File: src/rtl/cpu_types_pkg.sv
// Shared CPU type definitions: RAM handshake states, data words and the
// memory arbiter state encoding.
package cpu_types_pkg;

  typedef logic [31:0] word_t;

  typedef enum logic [1:0] {
    FREE   = 2'd0,
    BUSY   = 2'd1,
    ACCESS = 2'd2,
    ERROR  = 2'd3
  } ramstate_t;

  // state | meaning
  // IDLE  | no access outstanding, arbitrating between I and D
  // IACC  | instruction read in flight on the RAM port
  // DACC  | data read or write in flight on the RAM port
  // RESP  | one-cycle completion pulse on the served side's wait
  typedef enum logic [1:0] {
    IDLE = 2'd0,
    IACC = 2'd1,
    DACC = 2'd2,
    RESP = 2'd3
  } arb_state_t;

endpackage

File: src/rtl/mem_arbiter_watchdog.sv
// Per-access watchdog: restarts on every grant, counts while an access is
// outstanding and flags a timeout on the cycle it reaches TIMEOUT-1.
module arb_watchdog #(
  parameter int TIMEOUT = 16
) (
  input  logic CLK,
  input  logic RST,
  input  logic clear,
  input  logic count,
  output logic timeout
);

  localparam int WW = (TIMEOUT > 2) ? $clog2(TIMEOUT) : 1;
  localparam logic [WW-1:0] LAST = WW'(TIMEOUT - 1);

  logic [WW-1:0] wdog;

  // Cycle counter for the current access; holds at LAST until the next grant.
  always_ff @(posedge CLK or posedge RST) begin
    if (RST) begin
      wdog <= '0;
    end else if (clear) begin
      wdog <= '0;
    end else if (count && (wdog != LAST)) begin
      wdog <= wdog + 1'b1;
    end
  end

  assign timeout = count && (wdog == LAST);

endmodule

File: src/rtl/mem_arbiter.sv
// Arbitrates the single RAM port between instruction fetch and data access.
// Data wins ties, except after STARVE_MAX consecutive D grants while an
// instruction fetch was waiting, in which case I is forced through.
module mem_arbiter
  import cpu_types_pkg::*;
#(
  parameter int STARVE_MAX = 4,
  parameter int TIMEOUT    = 16,
  parameter int AW         = 32,
  parameter int DW         = 32
) (
  input  logic          CLK,
  input  logic          RST,
  input  logic          iREN,
  input  logic [AW-1:0] iaddr,
  output logic          iwait,
  output logic [DW-1:0] iload,
  input  logic          dREN,
  input  logic          dWEN,
  input  logic [AW-1:0] daddr,
  input  logic [DW-1:0] dstore,
  output logic          dwait,
  output logic [DW-1:0] dload,
  output logic          ramREN,
  output logic          ramWEN,
  output logic [AW-1:0] ramaddr,
  output logic [DW-1:0] ramstore,
  input  logic [DW-1:0] ramload,
  input  logic [1:0]    ramstate,
  output logic          arb_err
);

  localparam int SW = $clog2(STARVE_MAX + 1);
  localparam logic [SW-1:0] STREAK_MAX = SW'(STARVE_MAX);

  arb_state_t    state;
  logic [SW-1:0] streak;
  logic          d_req;
  logic          i_forced;
  logic          d_go;
  logic          grant;
  logic          in_access;
  logic          timeout;
  ramstate_t     rs;

  assign rs        = ramstate_t'(ramstate);
  assign d_req     = dREN | dWEN;
  assign i_forced  = iREN && (streak == STREAK_MAX);
  assign d_go      = d_req && !i_forced;
  assign grant     = (state == IDLE) && (d_go || iREN);
  assign in_access = (state == IACC) || (state == DACC);

  arb_watchdog #(.TIMEOUT(TIMEOUT)) u_watchdog (
    .CLK     (CLK),
    .RST     (RST),
    .clear   (grant),
    .count   (in_access),
    .timeout (timeout)
  );

  // Arbitration FSM; the RAM strobes, address and store data double as the
  // latched copy of the granted request so they stay stable for the access.
  always_ff @(posedge CLK or posedge RST) begin
    if (RST) begin
      state    <= IDLE;
      iwait    <= 1'b1;
      dwait    <= 1'b1;
      iload    <= '0;
      dload    <= '0;
      ramREN   <= 1'b0;
      ramWEN   <= 1'b0;
      ramaddr  <= '0;
      ramstore <= '0;
      arb_err  <= 1'b0;
      streak   <= '0;
    end else begin
      case (state)
        IDLE: begin
          if (d_go) begin
            state    <= DACC;
            ramaddr  <= daddr;
            ramstore <= dstore;
            ramWEN   <= dWEN;
            ramREN   <= !dWEN;
            if (!iREN) begin
              streak <= '0;
            end else if (streak != STREAK_MAX) begin
              streak <= streak + 1'b1;
            end
          end else if (iREN) begin
            state   <= IACC;
            ramaddr <= iaddr;
            ramREN  <= 1'b1;
            ramWEN  <= 1'b0;
            streak  <= '0;
          end
        end
        IACC, DACC: begin
          if (rs == ACCESS) begin
            ramREN <= 1'b0;
            ramWEN <= 1'b0;
            state  <= RESP;
            if (state == IACC) begin
              iload <= ramload;
              iwait <= 1'b0;
            end else begin
              if (!ramWEN) dload <= ramload;
              dwait <= 1'b0;
            end
          end else if (rs == ERROR) begin
            // Retry by re-arbitrating; the requester never sees this attempt.
            ramREN <= 1'b0;
            ramWEN <= 1'b0;
            state  <= IDLE;
          end else if (timeout) begin
            ramREN  <= 1'b0;
            ramWEN  <= 1'b0;
            arb_err <= 1'b1;
            state   <= IDLE;
          end
        end
        RESP: begin
          iwait <= 1'b1;
          dwait <= 1'b1;
          state <= IDLE;
        end
        default: state <= IDLE;
      endcase
    end
  end

endmodule

File: config.mk
export PLATFORM = sky130hd
export DESIGN_NAME = mem_arbiter
export DESIGN_NICKNAME = d
export VERILOG_FILES = /design/src/rtl/cpu_types_pkg.sv /design/src/rtl/mem_arbiter_watchdog.sv /design/src/rtl/mem_arbiter.sv
export SDC_FILE = /design/constraint.sdc
export NUM_CORES = 1
export LEC_CHECK = 0
export ABC_AREA = 1
export CORE_MARGIN = 3
export CORE_UTILIZATION = 25
export CTS_BUF_LIST = sky130_fd_sc_hd__clkbuf_4 sky130_fd_sc_hd__clkbuf_8
export CTS_CLUSTER_SIZE = 12
export DETAILED_ROUTE_END_ITERATION = 8
export HOLD_SLACK_MARGIN = 0.03
export PLACE_DENSITY = 0.54
export SLEW_MARGIN = 0
export SYNTH_ARGS = -nofsm -noshare
export SYNTH_HDL_FRONTEND = slang
export SYNTH_SLANG_ARGS = --single-unit
File: constraint.sdc
create_clock -name CLK -period 11.35 [get_ports CLK]
set_input_delay 2.27 -clock CLK [delete_from_list [all_inputs] [get_ports CLK]]
set_output_delay 2.27 -clock CLK [all_outputs]
set_load 0.005 [all_outputs]
==> out/results.ini <==
[synthesis]
netlist_area_um2 = 6320
syn_inst = 687
synth_seq_area_share = 0.562
ys_seq_elements = 142
syn_nets = 829
yosysWarnings = 0
ys_types = 27
avgSynthCellArea_um2 = 9.20

[pwr]
leakagePower_nw = 4.49
p_per_area_nw_per_um2 = 243
vdd_drop_max_v = 0.0000800

[sta]
setup_violations = 0
report.final.slew_viol_count = 0
min_period_over_period = 0.404
rsz0062_at_grt = no
fin_skew_ns = 0.0239
maxSlewHeadroom = 0.329
period_needed_ns = 4.58
fin_setup_tns_ns = 0
worst_pin_slew_ns = 1.00
timing.fmax_mhz = 218
hold_violations = 0

[die]
row_count = 57
dieArea_um2 = 27200
core_um2 = 24600
die_x_um = 165
initial_utilization = 0.257
die_h_um = 165
io_pins = 268

[clock_network]
postCtsSetupBuffers = 0
cts.path.max_buffers = 2
cts_buffers = 17
h-tree-depth = 4
ctsResizeCount = 0
clock-sinks = 142
cts_root_buf = clkbuf_8
path_clk_slew_ns = 0.09
clk-insertion-delay-late_ns = 0.44
cts_tree = yes
cts_hold_buf = 0

[route]
drt-initial-drc-count = 312
vias_per_cell = 4.18
wl_per_cell_um = 14.7
drc_errors = 0
postRouteAntennaNets = 0
drt-total-wl_um = 18700
firstDrtPassIters = 5
routed-via-count = 5326

[placement]
place_hpwl_um = 13100
gp_congestion = 0.709
port_buffers = 267
placed_area_um2 = 9170

[worst_setup_path]
crit_buf_inv = 2
path_delay_family = simple AND/OR/NAND/NOR gates
cpPeakStageDelay_ns = 0.75
cp.required_ns = 11.72
cp_max_fo = 67
critPathLaunchType = primary input
crit_path_end_kind = flip-flop
arrival_ns = 4.96
cp_cell_sequence = clkdlybuf4s50_1 -> nand3_4 -> nand2_4 -> inv_2 -> nand2_4 -> nand2_1 -> nand2_1
setup.worst_path.class = in -> reg
slowest_stage = clkdlybuf4s50_1

[cells_and_area]
nNetsFinal = 1080
n_antenna_cell = 0
final_core_util = 0.389
area_growth_pct = 51.2
design_area_um2 = 9560
drive_above_1_share = 0.0852

[grt]
grt_first_pass_wirelength_um = 28900
grt_overflow_total = 0
grt_pass1_vias = 5283
grt_usage = 0.135
grt_max_degree = 80
antenna_found_initial = 0

[run_status]
outcome = complete, no violations

[min_path]
hp-class = reg -> reg

[job]
maxCapViolCount = 0

through the flow:
step           setup slack [ns]  instances  hold slack, ns  total power [mW]
6_report                   6.77       1275           0.471              2.33
5_1_grt                    6.54       1275           0.498              2.52
4_1_cts                    6.78       1275           0.479              2.37
3_5_place_dp               6.30       1243           0.459              1.94
3_3_place_gp               6.36       1243           0.454              1.93
2_1_floorplan              5.27        687           0.457              1.35
layout make-up:
type                            count  area, µm²
Clock buffer                       20        269
Multi-Input combinational cell    427       2210
Sequential cell                   142       3560
Tap cell                          324        405
Timing Repair Buffer              270       2700
Fill cell                        2487      15000
Inverter                           80        305
Clock inverter                     12        125
cell usage after synthesis, drive strengths merged:
cell | count | area (µm²)
nand3 | 44 | 250
dfstp | 2 | 52.6
xnor2 | 1 | 8.76
ha | 7 | 87.6
buf | 28 | 221
nand2 | 253 | 972
inv | 80 | 300
nor2 | 8 | 61.3
o21bai | 1 | 7.51
xor2 | 2 | 17.5
o211ai | 32 | 390
clkbuf | 10 | 37.5
a21oi | 3 | 15.0
nand4 | 5 | 31.3
dfrtp | 140 | 3500
o21ai | 71 | 367
cell families (layout without fill, tap and decap cells):
family,count (synthesis),after routing,share of synthesized area
DFF,142,142,0.562
xor gates and xnor gates,3,3,0.00416
adders and majority gates,7,7,0.0138
AOI/OAI and AO/OA,107,107,0.123
and+or+nand+nor,310,310,0.208
buffers and inverters,118,382,0.0884
placed cells by master (no fill, tap or decap), drive strengths merged:
master / n
clkdlybuf4s50: 267
bufinv: 1
inv: 86
clkinvlp: 3
dfrtp: 140
clkbuf: 20
ha: 7
a21oi: 3
o21ai: 71
nor2: 8
buf: 3
dfstp: 2
o211ai: 32
xnor2: 1
nand4: 5
xor2: 2
nand3: 44
clkinv: 2
o21bai: 1
nand2: 253
per-layer routing:
layer / track usage / vias to the layer above / wire length [µm]
met5: 0 / - / 0
met4: 0.0400 / 0 / 305
met3: 0.0321 / 17 / 1010
met2: 0.228 / 155 / 9220
met1: 0.171 / 2486 / 8180
li1: - / 2668 / -
worst min-delay path, cell delays in order, from the launching register on:
cell,delay [ns]
dfrtp_1,0.34
nand2_1,0.05
nand2_1,0.05
power by group:
part           switching (mW)  internal [mW]
clock network           0.218          0.193
registers               0.124          0.735
logic                   0.489          0.567
final timing paths:
check,from,to,slack [ns],depth (start not counted)
max,iREN,ramstore[20],6.77,7
min,ramstore[17],ramstore[17],0.47,2
max reg2reg,streak[0],ramstore[20],8.71,8
min reg2reg,ramstore[17],ramstore[17],0.47,2
max in group asynchronous,RST,dload[22],7.63,3
min in group asynchronous,RST,dload[20],2.31,2
state kept, by name (all words and copies together) (netlist names):
| register | cells |
|---|---|
| dload | 32 |
| ramWEN | 1 |
| ramaddr | 32 |
| streak | 3 |
| ramREN | 1 |
| iload | 32 |
| dwait | 1 |
| u_watchdog.wdog | 4 |
| iwait | 1 |
| arb_err | 1 |
| state | 2 |
| ramstore | 32 |
No activity file was read; power rests on OpenSTA's default activity.
